[src/rtl/imem_boot_loader_pkg.sv]
// Shared definitions for the instruction-memory boot loader.
// Covers the loader state encoding, the default frame sync byte and the instruction word width.
package cpu_defs;

    typedef enum logic [2:0] {
        IDLE   = 3'd0,
        LEN_HI = 3'd1,
        LEN_LO = 3'd2,
        DATA   = 3'd3,
        WRITE  = 3'd4,
        CSUM   = 3'd5,
        DONE   = 3'd6,
        ERR    = 3'd7
    } state_t;

    localparam logic [7:0] SYNC_BYTE_DEFAULT = 8'hA5;
    localparam int         INSN_WIDTH        = 32;

endpackage

[src/rtl/boot_word_assembler.sv]
// Packs incoming bytes MSB-first into 32-bit words and keeps a running XOR checksum.
// word_next already contains the current byte, so the loader can capture a finished word on the edge that accepts its 4th byte.
module boot_word_assembler
    import cpu_defs::*;
(
    input  logic                  clk,
    input  logic                  rst_n,
    input  logic                  clear,
    input  logic                  byte_valid,
    input  logic [7:0]            byte_in,
    output logic [INSN_WIDTH-1:0] word_next,
    output logic [7:0]            csum,
    output logic                  word_ready
);

    logic [INSN_WIDTH-9:0] shift_q, shift_d;
    logic [1:0]            cnt_q, cnt_d;
    logic [7:0]            csum_q, csum_d;

    always_comb begin
        shift_d    = shift_q;
        cnt_d      = cnt_q;
        csum_d     = csum_q;
        word_next  = {shift_q, byte_in};
        word_ready = byte_valid && (cnt_q == 2'd3);
        if (clear) begin
            shift_d = '0;
            cnt_d   = 2'd0;
            csum_d  = 8'h00;
        end else if (byte_valid) begin
            shift_d = word_next[INSN_WIDTH-9:0];
            cnt_d   = cnt_q + 2'd1;
            csum_d  = csum_q ^ byte_in;
        end
    end

    always_ff @(posedge clk or negedge rst_n) begin
        if (!rst_n) begin
            shift_q <= '0;
            cnt_q   <= 2'd0;
            csum_q  <= 8'h00;
        end else begin
            shift_q <= shift_d;
            cnt_q   <= cnt_d;
            csum_q  <= csum_d;
        end
    end

    assign csum = csum_q;

endmodule

[src/rtl/imem_boot_loader.sv]
// Receives a framed program image (sync, length, data, checksum), writes it into instruction memory,
// and holds the CPU until a load finishes with a matching checksum.
module imem_boot_loader
    import cpu_defs::*;
#(
    parameter int          MAX_WORDS = 64,
    parameter logic [31:0] BASE_ADDR = 32'h0000_0000,
    parameter logic [7:0]  SYNC_BYTE = SYNC_BYTE_DEFAULT
) (
    input  logic                  CLK,
    input  logic                  Reset,
    input  logic [7:0]            rx_data,
    input  logic                  rx_valid,
    output logic                  rx_ready,
    output logic [31:0]           IAddr,
    output logic [INSN_WIDTH-1:0] IDataIn,
    output logic                  imem_wr,
    output logic                  cpu_hold,
    output logic                  load_done,
    output logic                  load_err,
    output logic [15:0]           words_loaded
);

    state_t                state_q, state_d;
    logic                  rx_ready_q, rx_ready_d;
    logic [31:0]           iaddr_q, iaddr_d;
    logic [INSN_WIDTH-1:0] idata_q, idata_d;
    logic                  imem_wr_q, imem_wr_d;
    logic                  cpu_hold_q, cpu_hold_d;
    logic                  load_done_q, load_done_d;
    logic                  load_err_q, load_err_d;
    logic [15:0]           words_loaded_q, words_loaded_d;
    logic [15:0]           len_q, len_d;

    logic                  accept;
    logic                  start_frame;
    logic                  asm_clear;
    logic                  asm_valid;
    logic [INSN_WIDTH-1:0] asm_word;
    logic [7:0]            asm_csum;
    logic                  asm_word_ready;
    logic [15:0]           len_next;

    assign accept    = rx_valid && rx_ready_q;
    assign asm_valid = accept && (state_q == DATA);
    assign len_next  = {len_q[15:8], rx_data};

    boot_word_assembler u_assembler (
        .clk        (CLK),
        .rst_n      (Reset),
        .clear      (asm_clear),
        .byte_valid (asm_valid),
        .byte_in    (rx_data),
        .word_next  (asm_word),
        .csum       (asm_csum),
        .word_ready (asm_word_ready)
    );

    always_comb begin
        state_d        = state_q;
        rx_ready_d     = 1'b1;
        iaddr_d        = iaddr_q;
        idata_d        = idata_q;
        imem_wr_d      = 1'b0;
        cpu_hold_d     = cpu_hold_q;
        load_done_d    = load_done_q;
        load_err_d     = load_err_q;
        words_loaded_d = words_loaded_q;
        len_d          = len_q;
        start_frame    = 1'b0;

        unique case (state_q)
            IDLE, DONE, ERR: begin
                if (accept && rx_data == SYNC_BYTE) start_frame = 1'b1;
            end
            LEN_HI: begin
                if (accept) begin
                    len_d   = {rx_data, 8'h00};
                    state_d = LEN_LO;
                end
            end
            LEN_LO: begin
                if (accept) begin
                    len_d = len_next;
                    if (len_next == 16'd0 || len_next > 16'(MAX_WORDS)) begin
                        state_d    = ERR;
                        load_err_d = 1'b1;
                    end else begin
                        state_d = DATA;
                    end
                end
            end
            DATA: begin
                // Stall the receiver for the write cycle so the word is committed before the next byte.
                if (asm_word_ready) begin
                    state_d        = WRITE;
                    imem_wr_d      = 1'b1;
                    idata_d        = asm_word;
                    iaddr_d        = BASE_ADDR + 32'({words_loaded_q, 2'b00});
                    words_loaded_d = words_loaded_q + 16'd1;
                    rx_ready_d     = 1'b0;
                end
            end
            WRITE: begin
                state_d = (words_loaded_q == len_q) ? CSUM : DATA;
            end
            CSUM: begin
                if (accept) begin
                    if (rx_data == asm_csum) begin
                        state_d     = DONE;
                        load_done_d = 1'b1;
                        cpu_hold_d  = 1'b0;
                    end else begin
                        state_d    = ERR;
                        load_err_d = 1'b1;
                    end
                end
            end
            default: state_d = IDLE;
        endcase

        if (start_frame) begin
            state_d        = LEN_HI;
            iaddr_d        = BASE_ADDR;
            words_loaded_d = 16'd0;
            cpu_hold_d     = 1'b1;
            load_done_d    = 1'b0;
            load_err_d     = 1'b0;
        end
        asm_clear = start_frame;
    end

    always_ff @(posedge CLK or negedge Reset) begin
        if (!Reset) begin
            state_q        <= IDLE;
            rx_ready_q     <= 1'b1;
            iaddr_q        <= BASE_ADDR;
            idata_q        <= '0;
            imem_wr_q      <= 1'b0;
            cpu_hold_q     <= 1'b1;
            load_done_q    <= 1'b0;
            load_err_q     <= 1'b0;
            words_loaded_q <= 16'd0;
            len_q          <= 16'd0;
        end else begin
            state_q        <= state_d;
            rx_ready_q     <= rx_ready_d;
            iaddr_q        <= iaddr_d;
            idata_q        <= idata_d;
            imem_wr_q      <= imem_wr_d;
            cpu_hold_q     <= cpu_hold_d;
            load_done_q    <= load_done_d;
            load_err_q     <= load_err_d;
            words_loaded_q <= words_loaded_d;
            len_q          <= len_d;
        end
    end

    assign rx_ready     = rx_ready_q;
    assign IAddr        = iaddr_q;
    assign IDataIn      = idata_q;
    assign imem_wr      = imem_wr_q;
    assign cpu_hold     = cpu_hold_q;
    assign load_done    = load_done_q;
    assign load_err     = load_err_q;
    assign words_loaded = words_loaded_q;

endmodule
[config.mk]
export PLATFORM = sky130hd
export DESIGN_NAME = imem_boot_loader
export DESIGN_NICKNAME = d
export VERILOG_FILES = /design/src/rtl/imem_boot_loader_pkg.sv /design/src/rtl/boot_word_assembler.sv /design/src/rtl/imem_boot_loader.sv
export SDC_FILE = /design/constraint.sdc
export NUM_CORES = 1
export LEC_CHECK = 0
export BUFFER_PORTS_ARGS = -buffer_cell sky130_fd_sc_hd__buf_2
export CORE_ASPECT_RATIO = 1.5
export CORE_MARGIN = 5
export CORE_UTILIZATION = 43
export CTS_BUF_LIST = sky130_fd_sc_hd__clkbuf_8
export CTS_CLUSTER_SIZE = 25
export DETAILED_ROUTE_END_ITERATION = 10
export HOLD_SLACK_MARGIN = 0.03
export PLACE_DENSITY_LB_ADDON = 0.3
export SYNTH_ARGS = -nofsm -noshare
export SYNTH_HDL_FRONTEND = slang
export SYNTH_SLANG_ARGS = --single-unit
[constraint.sdc]
create_clock -name CLK -period 4.5 [get_ports CLK]
set_clock_uncertainty 0.05 [all_clocks]
set_input_delay 0.225 -clock CLK [delete_from_list [all_inputs] [get_ports CLK]]
set_output_delay 0.225 -clock CLK [all_outputs]
set_load 0.01 [all_outputs]
Word level (Yosys, flattened, before mapping)
Index checks and enable logic that the tools add are counted.
W data, S select, Z words.
{ "word_totals": {"ff_bits": 138, "latch_bits": 0, "mem_bits_rw": 0, "mem_bits_ro": 0, "input_bits": 11, "output_inout_bits": 85, "wordCells": 106, "n_memories": 0} }
{ "op_classes": {"n_addsub": 2, "mul": 0, "n_div": 0, "n_lt_le_gt_ge": 1, "n_eq_ne": 19, "n_shift": 0, "muxes": 44, "n_bitwise": 2, "n_reduce_logical": 24} }
{ "op_table": {"columns": ["operator", "n"], "rows": [
  ["$mux W32", 3],
  ["$mux W16", 4],
  ["$mux W24", 2],
  ["$pmux W16 S2", 1],
  ["$mux W8", 3],
  ["$mux W3", 7],
  ["$mux W1", 20],
  ["$ne A3 B3 Y1 const B", 6],
  ["$add A16 B1 Y16 const B", 1],
  ["$eq A16 B16 Y1", 1],
  ["$gt A16 B7 Y1 const B", 1],
  ["$logic_not A16 Y1", 1],
  ["$pmux W3 S5", 1],
  ["$reduce_bool A2 Y1", 7],
  ["$eq A3 B3 Y1 const B", 4],
  ["$reduce_and A5 Y1", 2],
  ["$reduce_and A3 Y1", 3],
  ["$eq A8 B8 Y1", 1],
  ["$eq A8 B8 Y1 const B", 1],
  ["$xor A8 B8 Y8", 1],
  ["$eq A3 B2 Y1 const B", 2],
  ["$reduce_bool A6 Y1", 1],
  ["$logic_and A1 B1 Y1", 4],
  ["$mux W2", 2],
  ["other kinds (11)", 13]
]} }

Depth between registers and ports, before layout
Gate-level depths: netlist (run 1).
{ "depth": {"depth_word": 6, "mapped_depth": 7, "mapped_depth_nobuf": 6} }

Modules after synthesis
A second synthesis (run 1) with hierarchy kept.
{ "hier_totals": {"cells_unflattened": 577, "area_unflattened_um2": 5713.0} }
{ "modules_own_cells": {"columns": ["mod", "instances", "cells_each", "area_each_um2", "seq_area_each_um2"], "rows": [
  ["imem_boot_loader", 1, 448, 4156.5, 2204.6],
  ["boot_word_assembler", 1, 129, 1556.5, 850.8]
]} }

Worst setup path before layout (run 1)
No wires, ideal clock.
{ "synth_timing": {"kind": "flip-flop to flip-flop", "start": "register rx_ready_q (netlist: rx_ready)", "end": "register words_loaded_q[6] (netlist: words_loaded[6])", "setup_time_ps": 78, "t_arrival_ps": 1683, "t_required_ps": 4372, "path_slack_ps": 2689, "stages_incl_launch_ff": 5, "n_path_buf": 0, "synth_period_minus_slack_ps": 1811, "cell_sequence": "dfstp_2 > nand3_1 > or4_4 > or3_1 > a21oi_1"} }
{ "synth_via": {"elab_chain_len": 6, "elab_cells_between_ends": 10, "cone_classes": "3 x mux; 7 x reduce/logical"} }
{ "synth_rtl": {"columns": ["element", "line_no", "rtl"], "rows": [
  ["start, declared", "imem_boot_loader.sv:25", "logic rx_ready_q, rx_ready_d;"],
  ["start signal, assigned", "imem_boot_loader.sv:147", "rx_ready_q <= rx_ready_d;"],
  ["$logic_and A1 B1 Y1 *", "imem_boot_loader.sv:44", "assign accept = rx_valid && rx_ready_q;"],
  ["$logic_and A1 B1 Y1", "imem_boot_loader.sv:74", "if (accept && rx_data == SYNC_BYTE) start_frame = 1'b1;"],
  ["$mux W1", "imem_boot_loader.sv:74", null],
  ["$mux W1", "imem_boot_loader.sv:72", "unique case (state_q)"],
  ["$reduce_bool A2 Y1 (no source line)", null, null],
  ["$reduce_and A2 Y1 (no source line)", null, null],
  ["end signal, assigned", "imem_boot_loader.sv:154", "words_loaded_q <= words_loaded_d;"],
  ["end, declared", "imem_boot_loader.sv:32", "logic [15:0] words_loaded_q, words_loaded_d;"]
]} }
Mark *: on every way between the ends. The rest lies on a longest branch, timed or not.
A chain may end at the register's enable or synchronous reset.

Worst setup path after layout (run 1)
{ "layout_timing": {"start": "input rx_data[3]", "end": "register u_assembler.shift_q[3]"} }
{ "layout_via": {"elab_chain_len": 5, "elab_cells_between_ends": 7, "cone_classes": "1 x eq/ne; 4 x mux; 2 x reduce/logical"} }
{ "layout_rtl": {"columns": ["element", "line_no", "rtl"], "rows": [
  ["start, declared", "imem_boot_loader.sv:12", "input logic [7:0] rx_data,"],
  ["$eq A8 B8 Y1", "imem_boot_loader.sv:74", null],
  ["$logic_and A1 B1 Y1", "imem_boot_loader.sv:74", null],
  ["$mux W1", "imem_boot_loader.sv:74", null],
  ["$mux W1", "imem_boot_loader.sv:72", null],
  ["$mux W24 or $reduce_bool A2 Y1 (tied branches)", null, null],
  ["end signal, assigned", "boot_word_assembler.sv:43", "shift_q <= shift_d;"],
  ["end, declared", "boot_word_assembler.sv:16", "logic [INSN_WIDTH-9:0] shift_q, shift_d;"]
]} }
Several ways; a longest one is shown, not always the timed one. The select of a mux whose other input is x is not followed.

==> results of run 1 <==
## sequential cells by signal (all words and copies together), names as in the netlist
register,cells
cpu_hold,1
u_assembler.csum,8
IAddr,16
state_q,3
len_q,16
u_assembler.cnt_q,2
IDataIn,32
rx_ready,1
load_done,1
load_err,1
u_assembler.shift_q,24
words_loaded,16
imem_wr,1
## metal layers
layer / wire (um) / GRT usage
met5: 0 / 0
met4: 405 / 0.0713
met1: 5060 / 0.213
met2: 6360 / 0.288
met3: 689 / 0.0487
## placed cells by master (no fill, tap or decap), drive strengths merged, types with 3 or more instances in the layout
| cell | instances |
|---|---|
| inv | 9 |
| nand2b | 6 |
| mux2i | 17 |
| nand4 | 8 |
| o21ai | 13 |
| dlygate4sd3 | 3 |
| nand3 | 11 |
| and3 | 3 |
| nor2 | 50 |
| xor2 | 26 |
| a21oi | 28 |
| nand2 | 164 |
| clkinvlp | 6 |
| conb | 16 |
| nor3 | 11 |
| xnor2 | 21 |
| or3 | 5 |
| buf | 84 |
| bufinv | 4 |
| a22o | 10 |
| clkbuf | 19 |
| a31oi | 3 |
| dfrtp | 120 |
| nor4 | 5 |
## power groups by stage
stage	registers (uW)	logic, uW	clock network (uW)
6_report	1760	1100	1050
5_1_grt	1820	1260	1130
4_1_cts	1760	1120	1080
3_5_place_dp	1780	1110	0
3_3_place_gp	1760	1080	0
2_1_floorplan	1750	769	0
## cell type report
cell class,instances,share of cell area
clock inverter,12,0.0271
sequential,122,0.476
inverter,8,0.00467
clock buffer,19,0.0407
timing repair buffer,87,0.0725
tap,159,0.0310
multi-input combinational,414,0.348
## per-stage QoR
step | utilization | power, uW | hold WS, ns | setup WS [ns] | cell area [um2]
floorplan | - | 2520 | -0.121 | 2.69 | 5630
global placement | 0.465 | 2850 | 0.342 | 2.03 | 5960
detailed placement | 0.465 | 2890 | 0.349 | 1.98 | 5960
CTS | 0.501 | 3970 | 0.0386 | 1.94 | 6420
global route | 0.501 | 4210 | 0.0587 | 1.68 | 6420
finish | 0.501 | 3920 | 0.0604 | 1.91 | 6420
## logic make-up after synthesis
family,Yosys count
AO/OA/AOI/OAI,61
XOR/XNOR,47
adder cells (fa/ha/maj),2
buffers and inverters,55
flip-flops,122
multiplexers,17
other,1
AND/OR/NAND/NOR,271
## worst max-delay path: stages
cell and delay (ns):
dlygate4sd3_1 0.53, buf_2 0.17, or3_4 0.41, nor4_4 0.85, buf_4 0.36, nor2_1 0.08, a22o_2 0.23
## how the worst min path moves through the flow
stage                     slack, ns          to
after floorplan               -0.12   IAddr[10]
after global placement         0.34    IAddr[2]
after detailed placement       0.35    IAddr[4]
after CTS                      0.04  IDataIn[0]
after global routing           0.06  IDataIn[7]
final                          0.06  IDataIn[0]
## repair_timing
| item | CTS | global route |
|---|---|---|
| hold buffers | 3 | 0 |
| gates resized for setup | 0 | 0 |
| endpoints found under the hold margin | 73 | 0 |
==> flow_summary.toml, run 1 <==
[pwr]
p_int_uw = 2560
p_leak_uw = 0.00321
power_frac_comb = 0.282
p_sw_frac = 0.346
power.switching_uw = 1360
p_clk_frac = 0.269
pwr_density_cell_mw_per_mm2 = 610
peakVddDrop_uv = 278
power_frac_seq = 0.449

[setup_path]
crit_start = "rx_data[3]"
end_kind = "flop"
crit_end = "u_assembler.shift_q[3]"
r2r_cells = 6
required_ns = 4.77
cp_max_fo = 19
cp.arrival_ns = 2.86
r2r_end = "u_assembler.shift_q[3]"
path_class = "input pin to flop"
r2r-start = "state_q[2]"
rrSetupSlack_ns = 1.98
cp-start-kind = "input pin"

[global_route]
grt_max_degree = 72
grt_antenna_before_repair = 0
grt_overflow = 0
grt_usage = 0.174
grt_pass1_wl_mm = 20.8
grt_pass1_vias = 4173

[clocking]
cts_tree = "yes"
clkSinkCount = 122
clkSlewWorstSetupHoldPaths_ns = 0.07
cts_root_buffer = "clkbuf_8"
postCtsSetupBuffers = 0
clk_latency_ns = 0.43
cts_buffer_depth = 2
cts-buffers-inserted = 17
h-tree-depth = 4

[logic_synthesis]
syn_inst = 576
synth.area.mux_share = 0.0305
synthSimpleGateAreaFrac = 0.213
async_flop_share = 1.00
synthTopCellsByCount = "164 x nand2_1, 120 x dfrtp_1, 49 x nor2_1"
yosysWarnings = 0
synth_area_mm2 = 0.00557
synth_edf_count = 0
synth_xor_area_frac = 0.0739
yosys-top-cells-area = "dfrtp_1 54%, nand2_1 11%, xor2_1 4.1%"
yosys.area.top_type = "dfrtp_1"
ys.flop_type = "dfrtp_1"
synthesis.area_per_instance_um2 = 9.67
yosysMostFrequentCell = "nand2_1"
ys_ff_latch = 122
ys_types = 49
synth_compound_area_frac = 0.0674
synth_adder_area_share = 0.00449
synth_top_family_by_area = "simple AND/OR/NAND/NOR gates"
netlist.area_leader.share = 0.539
yosysSeqAreaShare = 0.549

[timing]
drv_slew = 0
rsz0062_at_grt = "no"
setup_viol = 0
slew_headroom = 0.352
hold_violations = 0
worstMarginPinSlew_ns = 0.965
fin_tns_setup_ns = 0
finalCriticalPeriod_ns = 2.59
fmax_ghz = 0.385
fin_crit_sh = 0.577

[floorplan]
core_mm2 = 0.0128
start_util = 0.434
die_w_um = 103
die_y_um = 149
boundaryPins = 96
die_area_mm2 = 0.0154
fp-row-count = 51

[layout]
layout.cells.non_filler = 821
fillCellCount = 1175
regArea_mm2 = 0.00306
multi_input_area_mm2 = 0.00224
fin_nets = 663
drive_gt1_frac = 0.195
diodes = 0
area_growth_syn_to_layout_pct = 15.3

[placed_design]
dp.cells = 787
dp_hpwl_mm = 8.73
gp_congestion = 0.830
portBuffers = 79

[hold_path]
holdPathStages = 3
min_from = "rx_data[0]"
min_path_type = "input pin to flop"

[drt]
via_per_inst = 4.95
drtPass1Iterations = 4
routedWlPerCell_um = 15.2
vias = 4064
finalWirelength_mm = 12.5
drc = 0
drt.antenna.violating_nets = 0
drt-initial-drc-count = 204

[run_status]
run_status = "finished, final reports clean"

[job]
cap_violations = 0
(Power assumes the default switching activity.)
==> inputs of run 2 (changes only) <==
clock period = 2.7 ns   (was 4.5 ns; I/O delays follow)
==> flow_summary.toml, run 2 (synthesized netlist as in run 1, its figures left out) <==
[timing]
finalCriticalPeriod_ns = 2.25
setup_viol = 0
fmax_ghz = 0.444
fin_crit_sh = 0.834
slew_headroom = 0.487
hold_violations = 0
worstMarginPinSlew_ns = 0.769
rsz0062_at_grt = "no"
drv_slew = 0
fin_tns_setup_ns = 0

[setup_path]
slowest_stage = "or4_4"
critPathMaxStageDelay_ns = 0.62
required_ns = 2.96
r2r_cells = 5
r2r-start = "state_q[0]"
path_class = "flop to flop"
rrSetupSlack_ns = 0.45
end_kind = "flop"
cp_top_family = "simple AND/OR/NAND/NOR gates"
cp-start-kind = "flop"
cp_max_fo = 12
worstPathCellList = "nand3_1 > or4_4 > nor3_1 > xnor2_1 > nor2_1"
cp.arrival_ns = 2.51
r2r_end = "words_loaded[12]"
cp_num_buf_inv = 0

[drt]
drt-initial-drc-count = 210
drc = 0
via_per_inst = 4.99
vias = 4165
routedWlPerCell_um = 15.5
finalWirelength_mm = 12.9
drt.antenna.violating_nets = 0
drtPass1Iterations = 4

[clocking]
clkSinkCount = 122
clk_latency_ns = 0.43
h-tree-depth = 4
cts_tree = "yes"
cts_resized = 0
cts-buffers-inserted = 17
cts_root_buffer = "clkbuf_8"
cts_buffer_depth = 2
clkSlewWorstSetupHoldPaths_ns = 0.08

[hold_path]
min_path_type = "input pin to flop"
min_from = "rx_valid"
holdPathStages = 4
hold_end = "u_assembler.cnt_q[1]"

[layout]
final_common_cell = "nand2_1"
largest_register_ffs = 32
area_growth_syn_to_layout_pct = 17.3
final_cell_mix = "164 x nand2_1, 120 x dfrtp_1, 78 x buf_2"
drive_gt1_frac = 0.204
fin_nets = 676
diodes = 0

[floorplan]
die_y_um = 149
boundaryPins = 96
start_util = 0.434
fp-row-count = 51
die_area_mm2 = 0.0154
die_w_um = 103
core_mm2 = 0.0128

[global_route]
grt_pass1_wl_mm = 21.5
grt_overflow = 0
grt_max_degree = 60
grt_antenna_before_repair = 0
grt_pass1_vias = 4210
grt_usage = 0.179

[pwr]
p_leak_uw = 0.00327
peakVddDrop_uv = 500
pwr_density_cell_mw_per_mm2 = 994
finalPower_uw = 6490

[placed_design]
gp_congestion = 0.825
portBuffers = 79
dp_hpwl_mm = 9.21

[job]
cap_violations = 0

[run_status]
run_status = "finished, final reports clean"
[run 2: cell types whose count changed in the layout (fill, tap and decap cells not counted), sizes merged]
cell and change:
inv +1, buf +7, clkinvlp -2, bufinv -1
clkbuf -1, clkinv +4, dlygate4sd3 +6
[run 2: through the flow]
stage                     std cells  setup WS [ns]  area [um2]  hold slack (ns)   util
after floorplan                 591          0.889        5630           -0.211      -
after global placement          794          0.529        6020            0.206  0.470
after detailed placement        794          0.475        6020            0.210  0.470
after CTS                       835          0.447        6530            0.179  0.509
after global routing            835          0.304        6530            0.197  0.509
final                           835          0.447        6530            0.190  0.509
[run 2: power breakdown]
part | switching [uW] | internal, uW
Sequential | 506 | 2430
Clock | 749 | 939
Combinational | 1040 | 826
[run 2: metal layers]
layer	track usage	wire length, um	vias to the layer above
li1	-	-	2032
met1	0.221	5230	2001
met2	0.304	6760	110
met3	0.0402	685	22
met4	0.0655	263	0
met5	0	0	-
[run 2: final cells by class]
class | instances | area, um2
clock buffer | 18 | 248
clock inverter | 14 | 170
fill | 1206 | 6290
inverter | 8 | 30.0
multi-input combinational | 414 | 2240
sequential | 122 | 3060
tap | 159 | 199
timing repair buffer | 100 | 591
[run 2: worst min-delay path, stage by stage]
cell and delay (ns):
buf_2 0.13, nand4_1 0.18, nor4_4 0.10, nor2_1 0.10
[run 2: timing repair]
item                      CTS  global route
buffers inserted            0             0
hold endpoints to repair   75             0
hold buffers                9             0
[run 2: how the worst max path moves through the flow]
stage / cells after the start / end / start
floorplan: 4 / words_loaded[6] / rx_ready
global placement: 5 / u_assembler.shift_q[12] / state_q[0]
detailed placement: 5 / u_assembler.shift_q[23] / state_q[0]
CTS: 5 / u_assembler.shift_q[23] / state_q[0]
global route: 5 / u_assembler.shift_q[23] / state_q[0]
finish: 5 / words_loaded[12] / state_q[0]
==> inputs of run 3 (changes only) <==
clock period = 2.3 ns   (was 2.7 ns; I/O delays follow)
==> flow_summary.toml, run 3 (synthesized netlist as in run 1, its figures left out) <==
[hold_path]
min_from = "rx_valid"
min_path_type = "input pin to flop"
holdPathStages = 4
hold_end = "state_q[1]"

[floorplan]
core_mm2 = 0.0128
die_area_mm2 = 0.0154
die_w_um = 103
die_y_um = 149
start_util = 0.434
boundaryPins = 96
fp-row-count = 51

[drt]
drt.antenna.violating_nets = 0
routedWlPerCell_um = 15.6
vias = 4196
drtPass1Iterations = 5
drc = 0
via_per_inst = 4.99
drt-initial-drc-count = 213
finalWirelength_mm = 13.1

[pwr]
p_leak_uw = 0.00331
peakVddDrop_uv = 584
power_frac_seq = 0.450
p_clk_frac = 0.257
p_int_uw = 4960
p_sw_frac = 0.350
power.switching_uw = 2680
power_frac_comb = 0.293
pwr_density_cell_mw_per_mm2 = 1160

[global_route]
grt_overflow = 0
grt_antenna_before_repair = 0
grt_usage = 0.182
grt_pass1_vias = 4360
grt_max_degree = 58
grt_pass1_wl_mm = 21.7

[clocking]
cts_resized = 0
cts_root_buffer = "clkbuf_8"
cts_hold_buf = 9
h-tree-depth = 4
postCtsSetupBuffers = 0
clkSlewWorstSetupHoldPaths_ns = 0.07
cts_tree = "yes"
cts-buffers-inserted = 17
clk_latency_ns = 0.42
cts_buffer_depth = 2
clkSinkCount = 122

[timing]
finalCriticalPeriod_ns = 2.04
hold_violations = 0
worstMarginPinSlew_ns = 0.752
drv_slew = 0
fin_tns_setup_ns = 0
fin_crit_sh = 0.885
hold_ws_ns = 0.189
setup_viol = 0
slew_headroom = 0.499
fmax_ghz = 0.491
rsz0062_at_grt = "no"

[run_status]
run_status = "finished, final reports clean"

[layout]
drive_gt1_frac = 0.208
final_cell_mix = "164 x nand2_1, 120 x dfrtp_1, 78 x buf_2"
area_growth_syn_to_layout_pct = 18.4
multi_input_area_mm2 = 0.00224
fin_nets = 682
regArea_mm2 = 0.00306
diodes = 0
final_common_cell = "nand2_1"
fillCellCount = 1183
largest_register_ffs = 32

[setup_path]
required_ns = 2.60
crit_start = "state_q[0]"
cp-start-kind = "flop"
worstPathCellList = "nand3_1 > or4_4 > or3_1 > a21oi_1"
cp_max_fo = 12
slowest_stage = "or4_4"
cp_top_family = "simple AND/OR/NAND/NOR gates"
cp.arrival_ns = 2.33
r2r_cells = 4
critPathMaxStageDelay_ns = 0.59
cp_num_buf_inv = 0
r2r_end = "words_loaded[6]"
path_class = "flop to flop"
end_kind = "flop"
rrSetupSlack_ns = 0.26
r2r-start = "state_q[0]"

[job]
cap_violations = 0

[placed_design]
gp_congestion = 0.863
dp_hpwl_mm = 9.33
portBuffers = 79
-- run 3: changes by cell type in the layout (fill, tap and decap cells not counted), sizes merged --
cell / previous run / this run
inv: 10 / 11
clkbuf: 18 / 19
buf: 91 / 97
clkinv: 5 / 3
-- run 3: layout make-up --
type                            count  share of cell area
Clock inverter                     13              0.0230
Multi-Input combinational cell    414               0.339
Sequential cell                   122               0.463
Tap cell                          159              0.0302
Clock buffer                       19              0.0396
Timing Repair Buffer              106               0.100
Inverter                            8             0.00455
-- run 3: worst min-delay path: stages --
cell and delay, ns:
buf_2 0.13, a2bb2oi_1 0.10, o21ai_0 0.13, and3_1 0.15
-- run 3: per-stage QoR --
stage	total power [uW]	area, um2	util	setup WS (ns)	cells
6_report	7640	6600	0.514	0.265	841
5_1_grt	8210	6600	0.514	0.161	841
4_1_cts	7750	6600	0.514	0.293	841
3_5_place_dp	5720	6090	0.475	0.323	800
3_3_place_gp	5630	6090	0.475	0.356	800
2_1_floorplan	4930	5630	-	0.489	591
-- run 3: layer usage --
metal | wire length, um | GRT usage | up-vias
li1 | - | - | 2029
met1 | 5210 | 0.218 | 2039
met2 | 6980 | 0.308 | 108
met3 | 618 | 0.0505 | 20
met4 | 272 | 0.0680 | 0
met5 | 0 | 0 | -
-- run 3: power groups by stage --
stage | registers, uW | clock network (uW) | logic (uW)
3_3_place_gp | 3450 | 0 | 2190
3_5_place_dp | 3460 | 0 | 2260
5_1_grt | 3540 | 2130 | 2540
6_report | 3440 | 1960 | 2240
2_1_floorplan | 3420 | 0 | 1500
4_1_cts | 3440 | 2020 | 2290
-- run 3: worst max-delay path by stage --
| stage | cells past startpoint | slack, ns | end |
|---|---|---|---|
| floorplan | 4 | 0.49 | words_loaded[6] |
| global placement | 5 | 0.36 | words_loaded[14] |
| detailed placement | 4 | 0.32 | words_loaded[6] |
| CTS | 4 | 0.29 | words_loaded[6] |
| global route | 5 | 0.16 | words_loaded[8] |
| finish | 4 | 0.26 | words_loaded[6] |
